### src/rtl/lfsr_rng.sv
// Fibonacci-LFSR random number generator with a req/valid handshake.
// Results are bounded to 0..limit by masked rejection sampling with a deterministic fallback.
module lfsr_rng #(
  parameter int unsigned       WIDTH     = 13,
  parameter logic [WIDTH-1:0]  TAPS      = 13'h100D,
  parameter logic [WIDTH-1:0]  SEED      = 13'h000F,
  parameter int unsigned       STEPS     = 13,
  parameter int unsigned       MAX_RETRY = 3
) (
  input  logic             clock,
  input  logic             reset,
  input  logic             enable,
  input  logic             seed_load,
  input  logic [WIDTH-1:0] seed_in,
  input  logic             req,
  input  logic [WIDTH-1:0] limit,
  output logic             busy,
  output logic             valid,
  output logic [WIDTH-1:0] rnd
);

  localparam int SCW = $clog2(STEPS + 1);
  localparam int RCW = (MAX_RETRY > 0) ? $clog2(MAX_RETRY + 1) : 1;
  localparam logic [SCW-1:0] LAST_STEP   = SCW'(STEPS - 1);
  localparam logic [RCW-1:0] RETRY_LIMIT = RCW'(MAX_RETRY);

  typedef enum logic [1:0] {
    S_IDLE,
    S_SHIFT,
    S_CHECK
  } state_t;

  state_t           state_q, state_d;
  logic [WIDTH-1:0] lfsr_q, lfsr_d;
  logic [SCW-1:0]   step_q, step_d;
  logic [RCW-1:0]   retry_q, retry_d;
  logic [WIDTH-1:0] limit_q, limit_d;
  logic [WIDTH-1:0] mask_q, mask_d;
  logic [WIDTH-1:0] rnd_q, rnd_d;
  logic             valid_q, valid_d;

  logic [WIDTH-1:0] mask_w;
  logic             fb_w;
  logic [WIDTH-1:0] lfsr_shift_w;
  logic [WIDTH-1:0] sample_w;
  logic [WIDTH-1:0] fallback_w;
  logic [WIDTH-1:0] seed_w;

  // Mask bit i is set when any limit bit at or above i is set: smallest 2^k-1 >= limit.
  genvar gi;
  generate
    for (gi = 0; gi < WIDTH; gi++) begin : g_mask
      assign mask_w[gi] = |limit[WIDTH-1:gi];
    end
  endgenerate

  assign fb_w         = ^(lfsr_q & TAPS);
  assign lfsr_shift_w = {lfsr_q[WIDTH-2:0], fb_w};
  assign sample_w     = lfsr_q & mask_q;
  // Only used when sample > limit, so limit+1 cannot wrap here.
  assign fallback_w   = sample_w - limit_q - WIDTH'(1);
  assign seed_w       = (seed_in == '0) ? SEED : seed_in;

  always_comb begin
    state_d = state_q;
    lfsr_d  = lfsr_q;
    step_d  = step_q;
    retry_d = retry_q;
    limit_d = limit_q;
    mask_d  = mask_q;
    rnd_d   = rnd_q;
    valid_d = 1'b0;

    if (seed_load) begin
      lfsr_d  = seed_w;
      state_d = S_IDLE;
      step_d  = '0;
      retry_d = '0;
    end else begin
      case (state_q)
        S_IDLE: begin
          if (req) begin
            limit_d = limit;
            mask_d  = mask_w;
            step_d  = '0;
            retry_d = '0;
            state_d = S_SHIFT;
          end
        end
        S_SHIFT: begin
          if (enable) begin
            lfsr_d = lfsr_shift_w;
            step_d = step_q + 1'b1;
            if (step_q == LAST_STEP) begin
              state_d = S_CHECK;
            end
          end
        end
        S_CHECK: begin
          if (sample_w <= limit_q) begin
            rnd_d   = sample_w;
            valid_d = 1'b1;
            state_d = S_IDLE;
          end else if (retry_q == RETRY_LIMIT) begin
            rnd_d   = fallback_w;
            valid_d = 1'b1;
            state_d = S_IDLE;
          end else begin
            retry_d = retry_q + 1'b1;
            step_d  = '0;
            state_d = S_SHIFT;
          end
        end
        default: begin
          state_d = S_IDLE;
        end
      endcase
    end
  end

  always_ff @(posedge clock or posedge reset) begin
    if (reset) begin
      state_q <= S_IDLE;
      lfsr_q  <= SEED;
      step_q  <= '0;
      retry_q <= '0;
      limit_q <= '0;
      mask_q  <= '0;
      rnd_q   <= '0;
      valid_q <= 1'b0;
    end else begin
      state_q <= state_d;
      lfsr_q  <= lfsr_d;
      step_q  <= step_d;
      retry_q <= retry_d;
      limit_q <= limit_d;
      mask_q  <= mask_d;
      rnd_q   <= rnd_d;
      valid_q <= valid_d;
    end
  end

  assign busy  = (state_q != S_IDLE);
  assign valid = valid_q;
  assign rnd   = rnd_q;

endmodule

### config.mk
export PLATFORM = sky130hd
export DESIGN_NAME = lfsr_rng
export DESIGN_NICKNAME = d
export VERILOG_FILES = /design/src/rtl/lfsr_rng.sv
export SDC_FILE = /design/constraint.sdc
export NUM_CORES = 1
export LEC_CHECK = 0
export ABC_AREA = 1
export CAP_MARGIN = 20
export CORE_MARGIN = 4
export CORE_UTILIZATION = 58
export CTS_BUF_LIST = sky130_fd_sc_hd__clkbuf_8
export CTS_CLUSTER_DIAMETER = 80
export CTS_CLUSTER_SIZE = 40
export DETAILED_ROUTE_END_ITERATION = 10
export GPL_ROUTABILITY_DRIVEN = 0
export HOLD_SLACK_MARGIN = 0.08
export PLACE_DENSITY = 0.83
export SLEW_MARGIN = 40
export SYNTH_ARGS = -nofsm -noshare
export SYNTH_HDL_FRONTEND = slang
export SYNTH_SLANG_ARGS = --single-unit
### constraint.sdc
create_clock -name clock -period 2.3 [get_ports clock]
set_clock_uncertainty 0.1 [all_clocks]
set_input_delay 0.345 -clock clock [delete_from_list [all_inputs] [get_ports clock]]
set_output_delay 0.345 -clock clock [all_outputs]
set_load 0.1 [all_outputs]
==> impl_metrics.ini <==
[critical_path]
rrSetupSlack_ns = -0.0003
cp.required_ns = 2.43
end_kind = flip-flop
rr_endpoint = rnd[6]
reg2reg_depth = 13
cp.arrival_ns = 2.43
cp_max_fo = 6
reg2reg_from = lfsr_q[2]
start_kind = flip-flop
path_class = reg -> reg

[status]
violations = negative setup slack
status = finished, violations left

[layout]
design_area_sq_mm = 0.00483
antenna_cells = 0
drive_gt1_frac = 0.237
mostFrequentLayoutCells = nand2_1 (128), inv_1 (59), dfrtp_1 (56)
final_core_util = 0.802
mostFrequentLayoutCell = nand2_1
area_growth_pct = 32.4
nets = 621
final_cells = 653

[drt]
route.detailed.drc = 0
via_per_inst = 5.71
final_antenna_net_count = 0
dr.pass1.iters = 7
drtIter0Drc = 353
drt-total-wl_um = 10800
vias = 3727
wl_per_cell_um = 16.5

[die]
core_sq_mm = 0.00603
die-area_sq_mm = 0.00763
fp-row-count = 28
floorplan.die.height_um = 87.3
start_util = 0.606
die_w_um = 87.3
pin_count = 46

[timing]
maxSlewViolCount = 0
finalSetupTns_ns = -0.000283
hold_viol = 0
rsz0062_at_grt = true
tightest_slew_ns = 0.466
clock.fmax_ghz = 0.435
layout_worst_path_cycle_share = 1.00
fin_crit_ns = 2.30
finalSetupViolations = 1
whs_ns = 0.202
relSlewSlack = 0.688
fin_ws_ns = -0.000283

[yosys]
syn_area_per_cell_sq_um = 7.36
synth-async-reset-ratio = 1.00
synth_edf_count = 0
synth_cell_types = 35
syn_nets = 544
ys.flop_type = dfrtp_1
seq_area_frac_synth = 0.413
syn_area_sq_mm = 0.00365
syn_inst = 496
yosysWarningCount = 0
synth-seq-cells = 60

[placed_design]
dp_slack_ns = -0.0300
dpl.hpwl_um = 6800
portBuffers = 45
dp.cells = 616
dpl_cell_area_sq_mm = 0.00419

[global_route]
grt_usage = 0.263
overflow = 0
grtUsageMet3 = 0.0596
grt_pass1_wl_um = 15600
grt_max_degree = 43
met2_usage = 0.426
met1_usage = 0.332
grt_antenna_before_repair = 0
grt_pass1_vias = 3405
grt_busiest_layer = met2

[clock_tree]
cts_tree = built
cts_root_buf = clkbuf_8
insertion_delay_ns = 0.36
clkTransAtPathRegs_ns = 0.08
holdBufCountCts = 0
clock_sinks = 60
cts_buffer_depth = 2
htree_num_levels = 3
numCtsBuffers = 9

[worst_hold_path]
hold_class = in -> async

[pwr]
ir_drop_mv = 1.06
p_leak_nw = 2.46
finalPower_mw = 8.37
powerDensity_mw_per_mm2 = 1730

[run]
maxCapViolations = 0
-- registers in the layout (all words and copies together), names as in the netlist --
signal / flops
retry_q: 2
step_q: 4
lfsr_q: 13
state_q: 2
limit_q: 13
valid: 1
mask_q: 12
rnd: 13
-- area by class of cell --
type / instances / area [sq um]
clock inverters: 5 / 51.3
clock buffers: 11 / 151
fillers: 389 / 1190
well taps: 75 / 93.8
repair inverters: 1 / 7.51
repair buffers: 77 / 691
flip-flops and latches: 60 / 1510
inverters: 75 / 295
multi-input cells: 349 / 2040
-- per-layer routing --
| layer | vias to the layer above | routed length (um) |
|---|---|---|
| li1 | 1740 | - |
| met1 | 1727 | 4280 |
| met2 | 209 | 5160 |
| met3 | 51 | 879 |
| met4 | 0 | 455 |
| met5 | - | 0 |
-- report_power, final --
part | switching [mW] | internal, mW
sequential | 0.257 | 1.48
combinational | 3.60 | 2.05
clock | 0.435 | 0.551
-- what timing repair did --
item                                    CTS  global route
pin swaps                                 3            19
gates resized for setup                   8            62
setup buffers                             4            16
endpoints found under the setup margin    7            20
cloned                                    1             0
-- critical path: stages (launching register included) --
cell and delay [ns]:
dfstp_2 0.53, nand2_1 0.06, inv_2 0.08, ha_4 0.22
nand2_1 0.09, nand2_1 0.09, nand2_2 0.08, nand3_2 0.08
nand2_2 0.09, nand2_2 0.07, nand2_4 0.13, clkinvlp_4 0.19
o211ai_1 0.26, nand2_1 0.11
-- Yosys cell counts (3+ instances only) --
cell type / n / share of area
nor4_1: 3 / 0.0051
nand2_4: 3 / 0.0093
clkbuf_1: 7 / 0.0072
o21ai_0: 41 / 0.056
ha_1: 16 / 0.055
o211ai_1: 5 / 0.010
nand2_1: 150 / 0.15
dfrtp_1: 56 / 0.38
dfstp_2: 4 / 0.029
xor2_1: 8 / 0.019
nor2_1: 34 / 0.035
nand3_1: 30 / 0.041
a31oi_1: 3 / 0.0051
buf_6: 3 / 0.0093
a21oi_1: 34 / 0.047
inv_1: 72 / 0.074
xnor2_1: 3 / 0.0072
-- cell families (layout without fill, tap and decap cells) --
group	after synthesis	after routing	share of synthesized area
AND/OR/NAND/NOR	233	233	0.271
adder cells (fa/ha/maj)	17	17	0.0603
buffers and inverters	87	169	0.100
flip-flops	60	60	0.413
AO/OA/AOI/OAI	88	88	0.129
XOR/XNOR	11	11	0.0264
-- worst max path at each step --
| stage | slack [ns] | end | start | cells after the start |
|---|---|---|---|---|
| 2_1_floorplan | 0.22 | rnd[5] | lfsr_q[3] | 16 |
| 3_3_place_gp | -0.006 | rnd[6] | lfsr_q[0] | 11 |
| 3_5_place_dp | -0.03 | rnd[6] | lfsr_q[3] | 14 |
| 4_1_cts | 0.009 | rnd[6] | lfsr_q[8] | 13 |
| 5_1_grt | -0.09 | rnd[6] | lfsr_q[2] | 13 |
| 6_report | -0.0003 | rnd[6] | lfsr_q[2] | 13 |
Note: power is estimated with default switching activity, not from simulation.
